[config.mk]
export PLATFORM = sky130hd
export DESIGN_NAME = pkt_core_dispatcher
export DESIGN_NICKNAME = d
export VERILOG_FILES = /design/src/rtl/pkt_core_dispatcher_pkg.sv /design/src/rtl/pkt_core_dispatcher_rr_arbiter.sv /design/src/rtl/pkt_core_dispatcher.sv
export SDC_FILE = /design/constraint.sdc
export NUM_CORES = 1
export LEC_CHECK = 0
export ABC_AREA = 1
export CAP_MARGIN = 20
export CORE_AREA = 2 2 234 236
export CTS_CLUSTER_DIAMETER = 50
export DETAILED_ROUTE_END_ITERATION = 10
export DIE_AREA = 0 0 236 238
export PLACE_DENSITY_LB_ADDON = 0.1
export SETUP_SLACK_MARGIN = 0.2
export SLEW_MARGIN = 20
export SYNTH_ARGS = -nofsm -noshare
export SYNTH_HDL_FRONTEND = slang
export SYNTH_SLANG_ARGS = --single-unit
[constraint.sdc]
create_clock -name clk -period 14.26 [get_ports clk]
set_clock_uncertainty 0.15 [all_clocks]
set_input_delay 1.426 -clock clk [delete_from_list [all_inputs] [get_ports clk]]
set_output_delay 1.426 -clock clk [all_outputs]
set_load 0.1 [all_outputs]
[src/rtl/pkt_core_dispatcher_pkg.sv]
// Shared definitions for the packet core dispatcher: FSM state encoding,
// the default core count and the end-of-packet detection rule.
package pkt_core_dispatcher_pkg;

    // Both the ingress and egress machines use the same two-state encoding.
    typedef enum logic {
        IDLE = 1'b0,
        XFER = 1'b1
    } fsm_state_t;

    localparam int NUM_CORES_DEFAULT = 4;

    // A packet ends on an accepted word with non-zero ctrl whose predecessor
    // in the same packet carried ctrl == 0. Leading module headers also carry
    // non-zero ctrl but are never preceded by a payload word, so they do not match.
    function automatic logic is_eop(input logic accepted,
                                    input logic ctrl_nonzero,
                                    input logic prev_ctrl_zero);
        return accepted & ctrl_nonzero & prev_ctrl_zero;
    endfunction

endpackage

[src/rtl/pkt_core_dispatcher_rr_arbiter.sv]
// Round-robin search: returns the first set request at or after last + 1,
// wrapping around, with last itself being the lowest priority.
module rr_arbiter #(
    parameter int NUM_REQ  = 4,
    parameter int SEL_BITS = 2
) (
    input  logic [NUM_REQ-1:0]  req,
    input  logic [SEL_BITS-1:0] last,
    output logic [SEL_BITS-1:0] grant,
    output logic                valid
);

    // Scan from the farthest candidate to the nearest so the nearest hit wins.
    always_comb begin
        grant = '0;
        valid = 1'b0;
        for (int k = NUM_REQ; k >= 1; k--) begin
            logic [SEL_BITS-1:0] idx;
            idx = last + SEL_BITS'(k);
            if (req[idx]) begin
                grant = idx;
                valid = 1'b1;
            end
        end
    end

endmodule

[src/rtl/pkt_core_dispatcher.sv]
// Packet dispatcher/merger between the router datapath and NUM_CORES cores.
// Ingress steers whole packets round-robin to idle cores with a combinational
// data path; egress grants one requesting core at a time and forwards its
// packet through a single registered output stage.
//
// Handshake: a word moves when its write strobe and the matching ready are
// both high in the same cycle. Ready never depends on the strobe; a sender may
// hold its strobe high while ready is low without the word being taken.
module pkt_core_dispatcher
    import pkt_core_dispatcher_pkg::*;
#(
    parameter int DATA_WIDTH    = 64,
    parameter int CTRL_WIDTH    = DATA_WIDTH / 8,
    parameter int NUM_CORES     = NUM_CORES_DEFAULT,
    parameter int CORE_SEL_BITS = 2
) (
    input  logic                             clk,
    input  logic                             reset,
    input  logic [DATA_WIDTH-1:0]            in_data,
    input  logic [CTRL_WIDTH-1:0]            in_ctrl,
    input  logic                             in_wr,
    output logic                             in_rdy,
    output logic [DATA_WIDTH-1:0]            core_in_data,
    output logic [CTRL_WIDTH-1:0]            core_in_ctrl,
    output logic [NUM_CORES-1:0]             core_in_wr,
    input  logic [NUM_CORES-1:0]             core_in_rdy,
    input  logic [NUM_CORES-1:0]             core_out_req,
    input  logic [NUM_CORES*DATA_WIDTH-1:0]  core_out_data,
    input  logic [NUM_CORES*CTRL_WIDTH-1:0]  core_out_ctrl,
    input  logic [NUM_CORES-1:0]             core_out_wr,
    output logic [NUM_CORES-1:0]             core_out_rdy,
    output logic [DATA_WIDTH-1:0]            out_data,
    output logic [CTRL_WIDTH-1:0]            out_ctrl,
    output logic                             out_wr,
    input  logic                             out_rdy,
    output logic [CORE_SEL_BITS-1:0]         in_core_sel,
    output logic [CORE_SEL_BITS-1:0]         out_core_sel,
    output logic [31:0]                      pkt_in_cnt,
    output logic [31:0]                      pkt_out_cnt
);

    localparam logic [CORE_SEL_BITS-1:0] LAST_CORE = CORE_SEL_BITS'(NUM_CORES - 1);

    fsm_state_t               in_state;
    logic [CORE_SEL_BITS-1:0] last_in;
    logic                     in_prev_zero;
    logic [CORE_SEL_BITS-1:0] in_grant;
    logic                     in_grant_valid;
    logic                     in_accept;
    logic                     in_eop;

    fsm_state_t               out_state;
    logic [CORE_SEL_BITS-1:0] last_out;
    logic                     out_prev_zero;
    logic [CORE_SEL_BITS-1:0] out_grant;
    logic                     out_grant_valid;
    logic [DATA_WIDTH-1:0]    sel_data;
    logic [CTRL_WIDTH-1:0]    sel_ctrl;
    logic                     out_accept;
    logic                     out_eop;

    // ---------------- ingress ----------------

    rr_arbiter #(.NUM_REQ(NUM_CORES), .SEL_BITS(CORE_SEL_BITS)) u_in_arb (
        .req   (core_in_rdy),
        .last  (last_in),
        .grant (in_grant),
        .valid (in_grant_valid)
    );

    assign core_in_data = in_data;
    assign core_in_ctrl = in_ctrl;
    assign in_rdy       = (in_state == XFER) && core_in_rdy[in_core_sel];
    assign in_accept    = in_wr && in_rdy;
    assign core_in_wr   = in_accept ? (NUM_CORES'(1) << in_core_sel) : '0;
    assign in_eop       = is_eop(in_accept, |in_ctrl, in_prev_zero);

    // Ingress FSM: pick an idle core, stream one packet to it, then re-arbitrate.
    always_ff @(posedge clk or posedge reset) begin
        if (reset) begin
            in_state     <= IDLE;
            in_core_sel  <= '0;
            last_in      <= LAST_CORE;
            in_prev_zero <= 1'b0;
            pkt_in_cnt   <= '0;
        end else begin
            case (in_state)
                IDLE: begin
                    if (in_grant_valid) begin
                        in_core_sel  <= in_grant;
                        in_prev_zero <= 1'b0;
                        in_state     <= XFER;
                    end
                end
                XFER: begin
                    if (in_eop) begin
                        last_in    <= in_core_sel;
                        pkt_in_cnt <= pkt_in_cnt + 32'd1;
                        in_state   <= IDLE;
                    end else if (in_accept) begin
                        in_prev_zero <= ~|in_ctrl;
                    end
                end
                default: in_state <= IDLE;
            endcase
        end
    end

    // ---------------- egress ----------------

    rr_arbiter #(.NUM_REQ(NUM_CORES), .SEL_BITS(CORE_SEL_BITS)) u_out_arb (
        .req   (core_out_req),
        .last  (last_out),
        .grant (out_grant),
        .valid (out_grant_valid)
    );

    assign sel_data     = core_out_data[out_core_sel*DATA_WIDTH +: DATA_WIDTH];
    assign sel_ctrl     = core_out_ctrl[out_core_sel*CTRL_WIDTH +: CTRL_WIDTH];
    assign core_out_rdy = ((out_state == XFER) && out_rdy) ? (NUM_CORES'(1) << out_core_sel) : '0;
    assign out_accept   = core_out_wr[out_core_sel] && core_out_rdy[out_core_sel];
    assign out_eop      = is_eop(out_accept, |sel_ctrl, out_prev_zero);

    // Egress FSM plus output register: requests are only looked at while idle,
    // so a core dropping its request mid-packet still finishes the packet.
    always_ff @(posedge clk or posedge reset) begin
        if (reset) begin
            out_state     <= IDLE;
            out_core_sel  <= '0;
            last_out      <= LAST_CORE;
            out_prev_zero <= 1'b0;
            pkt_out_cnt   <= '0;
            out_wr        <= 1'b0;
            out_data      <= '0;
            out_ctrl      <= '0;
        end else begin
            out_wr <= out_accept;
            if (out_accept) begin
                out_data <= sel_data;
                out_ctrl <= sel_ctrl;
            end
            case (out_state)
                IDLE: begin
                    if (out_grant_valid) begin
                        out_core_sel  <= out_grant;
                        out_prev_zero <= 1'b0;
                        out_state     <= XFER;
                    end
                end
                XFER: begin
                    if (out_eop) begin
                        last_out    <= out_core_sel;
                        pkt_out_cnt <= pkt_out_cnt + 32'd1;
                        out_state   <= IDLE;
                    end else if (out_accept) begin
                        out_prev_zero <= ~|sel_ctrl;
                    end
                end
                default: out_state <= IDLE;
            endcase
        end
    end

endmodule

**Yosys cells after proc, flatten, opt, wreduce, memory -nomap -nowiden**

Index checks and enable logic that the tools add are counted.

- Div/mod/pow operators: 0
- $lt $le $gt $ge: 10
- Reductions and logical operators: 14
- $add $sub $neg: 8
- Shift-type cells: 4
- Bitwise gates (word level): 6
- Eq/ne operators: 6
- Multipliers: 0
- Muxes and demuxes: 54

Operator list:

| kind | count |
|---|---|
| indexed part select 256 x 9 -> 64 bit | 1 |
| adder 32 x 1 -> 32 bit, second input constant | 2 |
| indexed part select 32 x 6 -> 8 bit | 1 |
| < comparator 2 x 3 -> 1 bit, second input constant | 10 |
| 2-to-1 mux 1 bit | 29 |
| binary-select mux 1 bit (select 2 bit) | 11 |
| 2-to-1 mux 2 bit | 8 |
| OR reduction 8 bit | 2 |
| adder 2 bit, second input constant | 4 |
| 2-to-1 mux 4 bit | 2 |
| != test 2 bit, second input constant | 4 |
| one-hot mux 1 bit (2 select lines) | 4 |
| AND reduction 2 bit | 4 |
| left shift 1 x 2 -> 4 bit, first input constant | 2 |
| AND reduction 3 bit | 2 |
| adder 2 x 1 -> 2 bit, second input constant | 2 |
| AND 1 bit | 4 |
| logical AND 1 bit | 4 |
| != test 2 x 1 -> 1 bit, second input constant | 2 |
| zero test 1 bit | 2 |
| inverter 1 bit | 2 |

- Bits of input ports: 376
- Flip-flop bits (word level): 149
- Word-level logic and storage cells: 115
- Memories: 0
- Bits in read-only memories: 0
- Latch bits: 0
- Memory bits (writable): 0

**Logic depth before layout (Yosys ltp)**

Gate-level depths: netlist of run 1.

- Depth in word-level cells: 9
- Depth in mapped cells: 13

**By module**

A second synthesis of run 1 with hierarchy kept.

- Cell total of the unflattened synthesis: 1323
- Area, all modules: 9611.7 um2

By module, submodules not included:

| module | seq. area each (um2) | area an instance (um2) | times used | cells an instance |
|---|---|---|---|---|
| pkt_core_dispatcher | 3733.6 | 9158.8 | 1 | 1225 |
| rr_arbiter | 0.0 | 226.5 | 2 | 49 |

**Worst setup path after synthesis of run 1**

Ideal clock, no wire load.

- Path kind: input to output
- From: input core_in_rdy[3]
- To: output core_in_wr[0]
- Required time: 12684 ps
- Stages: 4
- Path slack: 8816 ps
- Arrival: 3868 ps
- Cells stage by stage: nand3_1 nand4_1 nand3_1 nor3_1

- Word-level cells in the longest chain between the ends: 5

RTL lines:

| what | line | text |
|---|---|---|
| start, declared | pkt_core_dispatcher.sv:26 | `input logic [NUM_CORES-1:0] core_in_rdy,` |
| binary-select mux 1 bit (select 2 bit) | pkt_core_dispatcher.sv:73 | `assign in_rdy = (in_state == XFER) && core_in_rdy[in_core_sel];` |
| 2-to-1 mux 1 bit (not written as such) | pkt_core_dispatcher.sv:73 |  |
| logical AND 1 bit | pkt_core_dispatcher.sv:73 |  |
| logical AND 1 bit | pkt_core_dispatcher.sv:74 | `assign in_accept = in_wr && in_rdy;` |
| 2-to-1 mux 4 bit | pkt_core_dispatcher.sv:75 | `assign core_in_wr = in_accept ? (NUM_CORES'(1) << in_core_sel) : '0;` |
| end, declared | pkt_core_dispatcher.sv:25 | `output logic [NUM_CORES-1:0] core_in_wr,` |

No other way between the ends. The select of a mux whose other input is x is not followed.

**Worst setup path after layout of run 1**

Ends and elaborated chain as after synthesis.

==> results of run 1 <==
-- cell usage after synthesis, drive strengths merged --
| cell | instances |
|---|---|
| xor2 | 40 |
| nand4 | 15 |
| dfrtp | 145 |
| a41oi | 64 |
| nor4 | 2 |
| inv | 91 |
| o211ai | 1 |
| dfstp | 4 |
| clkbuf | 26 |
| nand2 | 407 |
| nor2 | 151 |
| xnor2 | 7 |
| nand3b | 1 |
| a22oi | 66 |
| or2 | 1 |
| a21oi | 2 |
| nand3 | 68 |
| ha | 2 |
| or3 | 1 |
| buf | 109 |
| nor3 | 38 |
| o21ai | 62 |
-- worst register-to-register path, delay by kind of cell, from the launching register on --
kind | cells | cell delay (ns)
and+or+nand+nor | 5 | 0.93
AOI/OAI and AO/OA | 2 | 0.48
buffers and inverters | 4 | 2.05
DFF | 1 | 0.77
-- sequential cells by signal, indices dropped and copies added (netlist names) --
register	flops
in_prev_zero	1
last_in	2
out_state	1
out_core_sel	2
in_core_sel	2
in_state	1
out_prev_zero	1
out_wr	1
out_ctrl	8
out_data	64
last_out	2
pkt_out_cnt	32
pkt_in_cnt	32
-- power groups by stage --
stage                     sequential [mW]  clock, mW  combinational [mW]
after CTS                           0.744      0.515                2.45
after detailed placement            0.747          0                2.45
after global placement              0.748          0                2.45
final                               0.743      0.489                2.42
after floorplan                      1.78          0               0.756
after global routing                0.770      0.534                2.56
-- metal layers --
layer  part of all wire, %  track usage [%]  vias to the layer above
met1                    42             20.2                     4870
li1                      -                -                     5003
met5                 0.028                0                        -
met4                   1.7             4.94                        2
met2                    49             27.6                      324
met3                   6.9             5.63                       41
-- how the worst max path moves through the flow --
| stage | start | endpoint | depth (start not counted) |
|---|---|---|---|
| 2_1_floorplan | reset | in_core_sel[0]$_DFFE_PP0P_ | 1 |
| 3_3_place_gp | core_in_rdy[2] | core_in_wr[2] | 6 |
| 3_5_place_dp | core_in_rdy[3] | core_in_wr[0] | 6 |
| 4_1_cts | core_in_rdy[3] | core_in_wr[0] | 6 |
| 5_1_grt | core_in_rdy[0] | core_in_wr[0] | 6 |
| 6_report | core_in_rdy[3] | core_in_wr[0] | 6 |
-- kinds of logic after synthesis --
| kind of cell | share of synthesized area (%) |
|---|---|
| buffers and inverters | 12.5 |
| XOR/XNOR | 4.33 |
| adder cells (fa/ha/maj) | 0.263 |
| AO/OA/AOI/OAI | 14.6 |
| AND/OR/NAND/NOR | 29.0 |
| flip-flops | 39.3 |
-- cell type report --
class	instances	area, um2
Multi-Input combinational cell	928	4620
Timing Repair Buffer	482	4790
Tap cell	696	871
Clock buffer	23	478
Sequential cell	149	3730
Inverter	91	347
Clock inverter	9	128
Fill cell	5889	38500
Antenna cell	1	2.50
==> summary.txt, run 1 <==
Outcome
  • Outcome: complete, no violations

Place
  • DP HPWL: about 36,000 um
  • DP Area: between 10,000 and 15,000 um2
  • Final Wtd Congestion: approximately 0.79
  • Setup WS pre-CTS: between 8 and 9 ns
  • IO buf count: approximately 470
  • Post-Place Cells: 2,346

Final layout
  • Layout cells sized above 1: about 3.3%
  • Commonest non-fill, non-tap cell in the layout: clkdlybuf4s50_1
  • Finished Cell Area: about 15,000 um2
  • Final core utilization: between 20 and 30%
  • Final #Nets: slightly above 2,000
  • Most frequent cells in the layout: clkdlybuf4s50_1 (469), nand2_1 (407), nor2_1 (148)
  • Final cell count without fillers: between 2,000 and 2,500
  • Layout area overhead: 57.4%

STA
  • Worst hold margin: approximately 0.33 ns
  • Max Clk Rate: between 0.15 and 0.2 GHz
  • Rel. slew slack: approximately a quarter
  • RSZ-0062 raised after global routing: false
  • Final hold violation count: 0
  • Slew Limit Fails: 0
  • Final setup vio count: 0
  • Minimum clock period: about 5.3 ns
  • Measured slew at the worst slew-check pin: 1.13 ns
  • TNS Setup: 0 ns
  • Post-route worst setup slack: a little under 9 ns
  • Tcrit/Tclk final: between 30% and 40%

Synthesis
  • Post-Synthesis Cells: 1,303
  • Number of synthesis warnings: 0
  • Post-Syn Area: 9510 um2
  • Dominant cell type by area after synthesis: dfrtp_1
  • Sequential fraction of the synthesis area: between 30% and 40%
  • Avg Cell Area, Syn: approximately 7.3 um2
  • Top cell type's share of synthesized area: about two fifths
  • Flops & latches, synth: 149
  • Synth unique cells: 30
  • Synthesized Nets: 1,681
  • Largest cells by area after synthesis: dfrtp_1 (38%), nand2_1 (16%), buf_4 (6.4%), nor2_1 (5.9%), a41oi_1 (5.9%)

Pwr
  • Pleak: 5.94 nW
  • Internal power: ~1.5 mW
  • Sw Pwr: 2.19 mW
  • Sequential group share of total power: about a fifth
  • Pwr dens: roughly 240 nW/um2
  • Worst VDD drop: about 0.20 mV
  • Clock Power Share: 13.4%
  • Combinational share of power: ~66%
  • Total power: 3.65 mW
  • Switching share of power: 60.0%

Min path
  • Worst Hold Launch: out_ctrl[1]$_DFFE_PP0P_
  • Hold depth: 2
  • HP Class: flip-flop to flip-flop
  • Hold Path Sink: out_ctrl[1]$_DFFE_PP0P_

Drt
  • ANT nets after route: 0
  • DRC: 0
  • Initial DRC Count: roughly 470
  • Vias post-DR: ~10,000
  • Via/cell ratio: around 4.3
  • DR WL/cell: a little under 20 um
  • WL final: 47,100 um
  • DRT Pass-1 Iters: 5

Global route
  • GRT Total Usage: around 17%
  • Vias in the first global route: 10,447
  • First-pass GRT wire length: slightly below 70,000 um
  • Largest net degree at the start of global routing: 90
  • Initial antenna violation count: 2
  • Grt ovf: 0

Critical path
  • CP top delay family: buffers and inverters
  • Crit path DAT: approximately 3.8 ns
  • RR Endpoint: pkt_out_cnt[12]$_DFFE_PP0P_
  • R2R cell count: 11
  • Origin of the critical flop-to-flop path: out_core_sel[0]$_DFFE_PP0P_
  • Crit start category: input pin
  • Setup CP Type: input pin to output pin
  • Crit-path slowest cell: clkdlybuf4s50_1
  • Critical Path Max Stage Delay: approximately 1.2 ns
  • CP bufs+invs: 2
  • Critical Path End Type: output pin
  • Worst Path Required: between 10 and 15 ns
  • Max FO, Critical Path: 7
  • Cell chain of the critical path: clkdlybuf4s50_1 > nand3_1 > nand4_1 > nand3_1 > nor3_1 > clkdlybuf4s50_1
  • FF-to-FF setup slack: between 9 and 10 ns

CTS
  • Post-cts resize count: 0
  • Setup repair bufs after CTS: 0
  • CTS sink count: 149
  • CTS tree: built
  • # hold bufs at CTS: 0
  • Clock Tree Root: clkbuf_16
  • Max Buffers Root-to-Sink: 2
  • Number of H-tree levels: 4
  • Worst-skew pair later-pin latency: approximately 0.47 ns
  • Clk slew on worst S/H paths: 0.06 ns
  • TritonCTS buffer count: 17

Floorplanning
  • Io pins: roughly 600
  • Initial core utilization: 17.8%
  • Die footprint: ~56,000 um2
  • Rows: 85
  • Core box area: 53,500 um2
  • Die X: roughly 240 um
  • Die height: about 240 um

Job
  • MaxCap Viol Count: 0
Note: power is estimated with default switching activity, not from simulation.
==> run 2, diff against run 1 <==
Settings changed: CORE_AREA 2 2 234 236 to 2 2 236 238, DIE_AREA 0 0 236 238 to 0 0 238 240.
Clock period 14.26 ns to 4.99 ns, I/O delays scaled along.
==> run 2 against run 1 <==
Against the previous run:
- routed wire length is 1.6% higher
- clock-buffer cell count is 1 lower
- die area is 1.7% higher
- via count is 0.13% higher
==> summary.txt, run 2 (synthesis gave the netlist of run 1 again) <==
Drt
  • DR WL/cell: about 20 um
  • ANT nets after route: 0
  • DRT Pass-1 Iters: 5
  • Via/cell ratio: between 4 and 5
  • WL final: around 48,000 um
  • DRC: 0
  • Vias post-DR: roughly 10,000
  • Initial DRC Count: ~420

CTS
  • Post-cts resize count: 0
  • Worst-skew pair later-pin latency: ~0.48 ns
  • # hold bufs at CTS: 0
  • Number of H-tree levels: 4
  • CTS tree: built
  • Clk slew on worst S/H paths: roughly 0.070 ns
  • Setup repair bufs after CTS: 0
  • CTS sink count: 149
  • TritonCTS buffer count: 17
  • Clock Tree Root: clkbuf_16
  • Max Buffers Root-to-Sink: 2

STA
  • Measured slew at the worst slew-check pin: 1.17 ns
  • TNS Setup: 0 ns
  • Minimum clock period: ~3.6 ns
  • Slew Limit Fails: 0
  • RSZ-0062 raised after global routing: false
  • Tcrit/Tclk final: approximately 72%
  • Final setup vio count: 0
  • Max Clk Rate: 0.277 GHz
  • Final hold violation count: 0
  • Rel. slew slack: approximately 22%

Critical path
  • Origin of the critical flop-to-flop path: out_core_sel[1]$_DFFE_PP0P_
  • Worst Path Required: roughly 4.3 ns
  • Setup CP Type: flip-flop to output pin
  • Max FO, Critical Path: 7
  • Crit path DAT: 2.96 ns
  • R2R cell count: 11
  • RR Endpoint: pkt_out_cnt[6]$_DFFE_PP0P_
  • Beginning of the critical path: in_core_sel[1]$_DFFE_PP0P_
  • Critical Path End Type: output pin
  • FF-to-FF setup slack: roughly 1.4 ns
  • Crit start category: flip-flop

Min path
  • HP Class: flip-flop to flip-flop
  • Hold depth: 2
  • Hold Path Sink: out_ctrl[6]$_DFFE_PP0P_
  • Worst Hold Launch: out_ctrl[6]$_DFFE_PP0P_

Global route
  • Grt met3 use: between 5 and 6%
  • First-pass GRT wire length: a little under 70,000 um
  • Grt met1 use: about 20%
  • Grt peak-use layer: met2
  • Initial antenna violation count: 7
  • Vias in the first global route: slightly above 10,000
  • GRT Total Usage: 16.4%
  • Met2 Usage GRT: between 20% and 30%
  • Largest net degree at the start of global routing: 101
  • Grt ovf: 0

Floorplanning
  • Die X: approximately 240 um
  • Core box area: 54,700 um2
  • Die footprint: 57,100 um2
  • Initial core utilization: approximately 17%
  • Io pins: about 600
  • Rows: 86
  • Die height: between 200 and 250 um

Final layout
  • Commonest non-fill, non-tap cell in the layout: clkdlybuf4s50_1
  • Finished Cell Area: 15,000 um2
  • Most frequent cells in the layout: clkdlybuf4s50_1 (467), nand2_1 (407), nor2_1 (148)
  • Layout area overhead: 57.8%
  • Fillers: about 6,000
  • Max reg flops: 64
  • Final #Nets: 2,045
  • Largest reg by FF count: out_data
  • Top flop regs: out_data x64, pkt_in_cnt x32, pkt_out_cnt x32
  • Layout cells sized above 1: between 3 and 4%

Place
  • DP HPWL: around 37,000 um
  • IO buf count: 469
  • DP Area: 14,400 um2
  • Final Wtd Congestion: 0.800

Pwr
  • Worst VDD drop: approximately 0.54 mV
  • Pwr dens: ~690 nW/um2
  • Pleak: around 6.0 nW

Job
  • MaxCap Viol Count: 0

Outcome
  • Outcome: complete, no violations
[run 2: cell count changes in the layout (fill, tap and decap cells not counted), sizes merged]
cell	delta
clkdlybuf4s50	-2
clkbuf	-1
clkinvlp	-2
bufinv	+1
diode	+6
clkinv	+2
[run 2: area by class of cell]
type / count / area (um2) / share of cell area [%]
Inverter: 91 / 347 / 2.31
Clock inverter: 10 / 156 / 1.04
Clock buffer: 22 / 454 / 3.03
Tap cell: 704 / 881 / 5.87
Multi-Input combinational cell: 928 / 4620 / 30.8
Timing Repair Buffer: 480 / 4800 / 32.0
Antenna cell: 7 / 17.5 / 0.117
Sequential cell: 149 / 3730 / 24.9
[run 2: worst max-delay path, cell delays in order, from the launching register on]
cell and delay (ns):
dfrtp_1 0.46, inv_1 0.22, nand3_1 0.10, nand4_1 0.13
nand3_1 0.20, nor3_1 0.20, clkdlybuf4s50_1 1.17
[run 2: worst max path at each step]
stage                                  endpoint  slack [ns]
finish                            core_in_wr[2]        1.38
global route        pkt_out_cnt[15]$_DFFE_PP0P_        0.97
CTS                               core_in_wr[0]        1.28
detailed placement   pkt_out_cnt[6]$_DFFE_PP0P_        1.34
global placement     pkt_out_cnt[6]$_DFFE_PP0P_        1.41
floorplan            in_core_sel[0]$_DFFE_PP0P_        0.34
[run 2: through the flow]
stage | power (mW) | util [%] | setup WS [ns] | hold slack, ns | std cells
CTS | 10.5 | 27.4 | 1.28 | 0.344 | 2383
global placement | 9.04 | 26.3 | 1.41 | 0.352 | 2351
detailed placement | 9.04 | 26.3 | 1.34 | 0.328 | 2351
global route | 11.0 | 27.4 | 0.973 | 0.357 | 2389
floorplan | 7.24 | - | 0.340 | 0.311 | 1303
finish | 10.4 | 27.4 | 1.38 | 0.337 | 2391
[run 2: per-layer routing]
metal,vias to the layer above,part of all wire [%]
li1,5013,-
met1,4841,43
met2,355,48
met3,44,7.5
met4,0,1.7
met5,-,0
[run 2: power by group]
| part | internal [mW] | leakage, nW | switching (mW) | total (mW) |
|---|---|---|---|---|
| registers | 1.68 | 1.80 | 0.425 | 2.11 |
| logic | 1.67 | 3.86 | 5.22 | 6.88 |
| clock network | 0.846 | 0.298 | 0.587 | 1.43 |
| total | 4.20 | 5.95 | 6.23 | 10.4 |
==> run 3, diff against run 2 <==
Clock period 4.99 ns to 3.7 ns, I/O delays scaled along.
==> run 3 against run 2 <==
Against the previous run:
- critical path depth rose by 6
- register-to-register slack got worse by 0.45 ns
- clock power rose by 34%
- flip-flop and latch count did not move
- first-iteration DRC count rose by 33%
- utilization barely moved
- total power rose by 35%
- sequential power rose by 36%
==> summary.txt, run 3 (synthesis gave the netlist of run 1 again) <==
Outcome
  • Outcome: complete, no violations

STA
  • TNS Setup: 0 ns
  • Slew Limit Fails: 0
  • Worst hold margin: between 0.1 and 0.15 ns
  • Post-route worst setup slack: approximately 0.95 ns
  • Final hold violation count: 0
  • RSZ-0062 raised after global routing: false
  • Final setup vio count: 0
  • Rel. slew slack: approximately a quarter
  • Max Clk Rate: 0.363 GHz
  • Measured slew at the worst slew-check pin: roughly 1.1 ns
  • Tcrit/Tclk final: 74.4%
  • Minimum clock period: 2.75 ns

Critical path
  • Max FO, Critical Path: 45
  • Setup CP Type: flip-flop to flip-flop
  • Worst Path Required: 3.92 ns
  • Crit-path slowest cell: inv_2
  • Crit start category: flip-flop
  • Most frequent CP cell: nand2_1
  • Crit path DAT: about 3.0 ns
  • Critical Path Max Stage Delay: between 0.5 and 0.6 ns
  • Cell chain of the critical path: inv_1 > nand3_1 > nand2_1 > nor2_1 > nand2_1 > nor2_1 > nand2_1 > nand3_2 > inv_2 > nand2_1 > nand2_1 > nand2_1
  • Critical Path End Type: flip-flop

Pwr
  • Sw Pwr: roughly 8.4 mW
  • Pwr dens: between 900 and 1000 nW/um2
  • Pleak: between 5 and 6 nW
  • Worst VDD drop: 0.619 mV
  • Clock Power Share: 13.7%
  • Switching share of power: about 60%
  • Internal power: around 5.6 mW
  • Combinational share of power: between 60% and 70%
  • Sequential group share of total power: roughly a fifth

Drt
  • Uppermost routed layer: met5
  • Metal1 wirelength: 19,300 um
  • DRC: 0
  • Vias post-DR: ~10,000
  • DR WL/cell: approximately 20 um
  • Initial DRC Count: roughly 560
  • Met3 WL: 3710 um
  • WL final: between 40,000 and 50,000 um
  • ANT nets after route: 0
  • Met2 WL post-DR: around 23,000 um
  • DRT Pass-1 Iters: 6
  • Via/cell ratio: roughly 4.3

Floorplanning
  • Initial core utilization: about 17%
  • Die X: ~240 um
  • Io pins: ~600
  • Die height: 240 um
  • Die footprint: between 50,000 and 60,000 um2
  • Rows: 86
  • Core box area: about 55,000 um2

Final layout
  • Top flop regs: out_data x64, pkt_in_cnt x32, pkt_out_cnt x32
  • Layout cells sized above 1: just under 5%
  • Most frequent cells in the layout: clkdlybuf4s50_1 (448), nand2_1 (407), nor2_1 (148)
  • Largest reg by FF count: out_data
  • Max reg flops: 64
  • Commonest non-fill, non-tap cell in the layout: clkdlybuf4s50_1
  • Final #Nets: 2,046
  • Fillers: about 6,000
  • Final cell count without fillers: approximately 2,400
  • Layout area overhead: 57.9%

CTS
  • # hold bufs at CTS: 0
  • Max Buffers Root-to-Sink: 2
  • Number of H-tree levels: 4
  • CTS sink count: ~150
  • Post-cts resize count: 0
  • CTS tree: built
  • Clock Tree Root: clkbuf_16
  • Setup repair bufs after CTS: 0
  • TritonCTS buffer count: 17
  • Clk slew on worst S/H paths: 0.07 ns
  • Worst-skew pair later-pin latency: ~0.48 ns

Place
  • DP HPWL: 36,200 um
  • Final Wtd Congestion: ~0.82
  • IO buf count: roughly 470
  • Setup WS pre-CTS: ~0.9 ns
  • Post-Place Cells: 2,353

Global route
  • Grt ovf: 0
  • GRT Total Usage: between 10% and 20%
  • Initial antenna violation count: 4
  • Largest net degree at the start of global routing: 130
  • First-pass GRT wire length: between 60,000 and 70,000 um
  • Vias in the first global route: slightly above 10,000

Min path
  • HP Class: input pin to asynchronous set/reset pin

Job
  • MaxCap Viol Count: 0
## run 3: changes by cell type in the layout (fill, tap and decap cells not counted), moves of 3 or more
cell | before | now
nor3_2 | 0 | 3
clkdlybuf4s50_1 | 467 | 448
clkbuf_1 | 4 | 1
diode_2 | 7 | 2
buf_4 | 11 | 28
buf_12 | 2 | 5
clkinvlp_4 | 1 | 4
nor3_1 | 38 | 35
## run 3: area by class of cell
class / instances / area, um2 / share of cell area, %
repair buffers: 481 / 4790 / 31.9
diodes: 2 / 5.00 / 0.0333
inverters: 91 / 345 / 2.30
well taps: 704 / 881 / 5.87
multi-input cells: 928 / 4630 / 30.9
clock buffers: 21 / 470 / 3.13
clock inverters: 11 / 149 / 0.992
flip-flops and latches: 149 / 3730 / 24.9
## run 3: metrics by stage
step                      util, %  power (mW)  area [um2]
after floorplan                 -        9.78        9530
final                        27.5        14.0       15000
after global placement       26.3        12.2       14400
after detailed placement     26.3        12.2       14400
after global routing         27.5        14.8       15000
after CTS                    27.4        14.2       15000
## run 3: metal layers
| layer | GRT usage (%) | vias up |
|---|---|---|
| met4 | 4.32 | 4 |
| met2 | 26.6 | 334 |
| met5 | 0 | - |
| met3 | 6.02 | 48 |
| li1 | - | 4999 |
| met1 | 19.5 | 4910 |
## run 3: worst paths after layout
check,start,endpoint,slack [ns],cells after the start
max,out_core_sel[1]$_DFFE_PP0P_,pkt_out_cnt[6]$_DFFE_PP0P_,0.95,12
min,reset,out_data[29]$_DFFE_PP0P_,0.14,2
max reg2reg,out_core_sel[1]$_DFFE_PP0P_,pkt_out_cnt[6]$_DFFE_PP0P_,0.95,12
min reg2reg,out_ctrl[4]$_DFFE_PP0P_,out_ctrl[4]$_DFFE_PP0P_,0.35,2
max in group asynchronous,reset,last_in[0]$_DFFE_PP1P_,2.46,3
min in group clk,core_out_data[234],out_data[42]$_DFFE_PP0P_,0.33,3
## run 3: critical path, delay by kind of cell (launching register included)
family                 cells  cell delay [ns]
buffers and inverters      2             1.03
and+or+nand+nor           10             0.92
DFF                        1             0.50
## run 3: power groups by stage
| stage | Sequential [mW] | Clock [mW] | Combinational (mW) |
|---|---|---|---|
| 2_1_floorplan | 6.85 | 0 | 2.92 |
| 3_3_place_gp | 2.88 | 0 | 9.34 |
| 3_5_place_dp | 2.88 | 0 | 9.33 |
| 4_1_cts | 2.87 | 2.01 | 9.36 |
| 5_1_grt | 2.96 | 2.08 | 9.77 |
| 6_report | 2.86 | 1.92 | 9.25 |
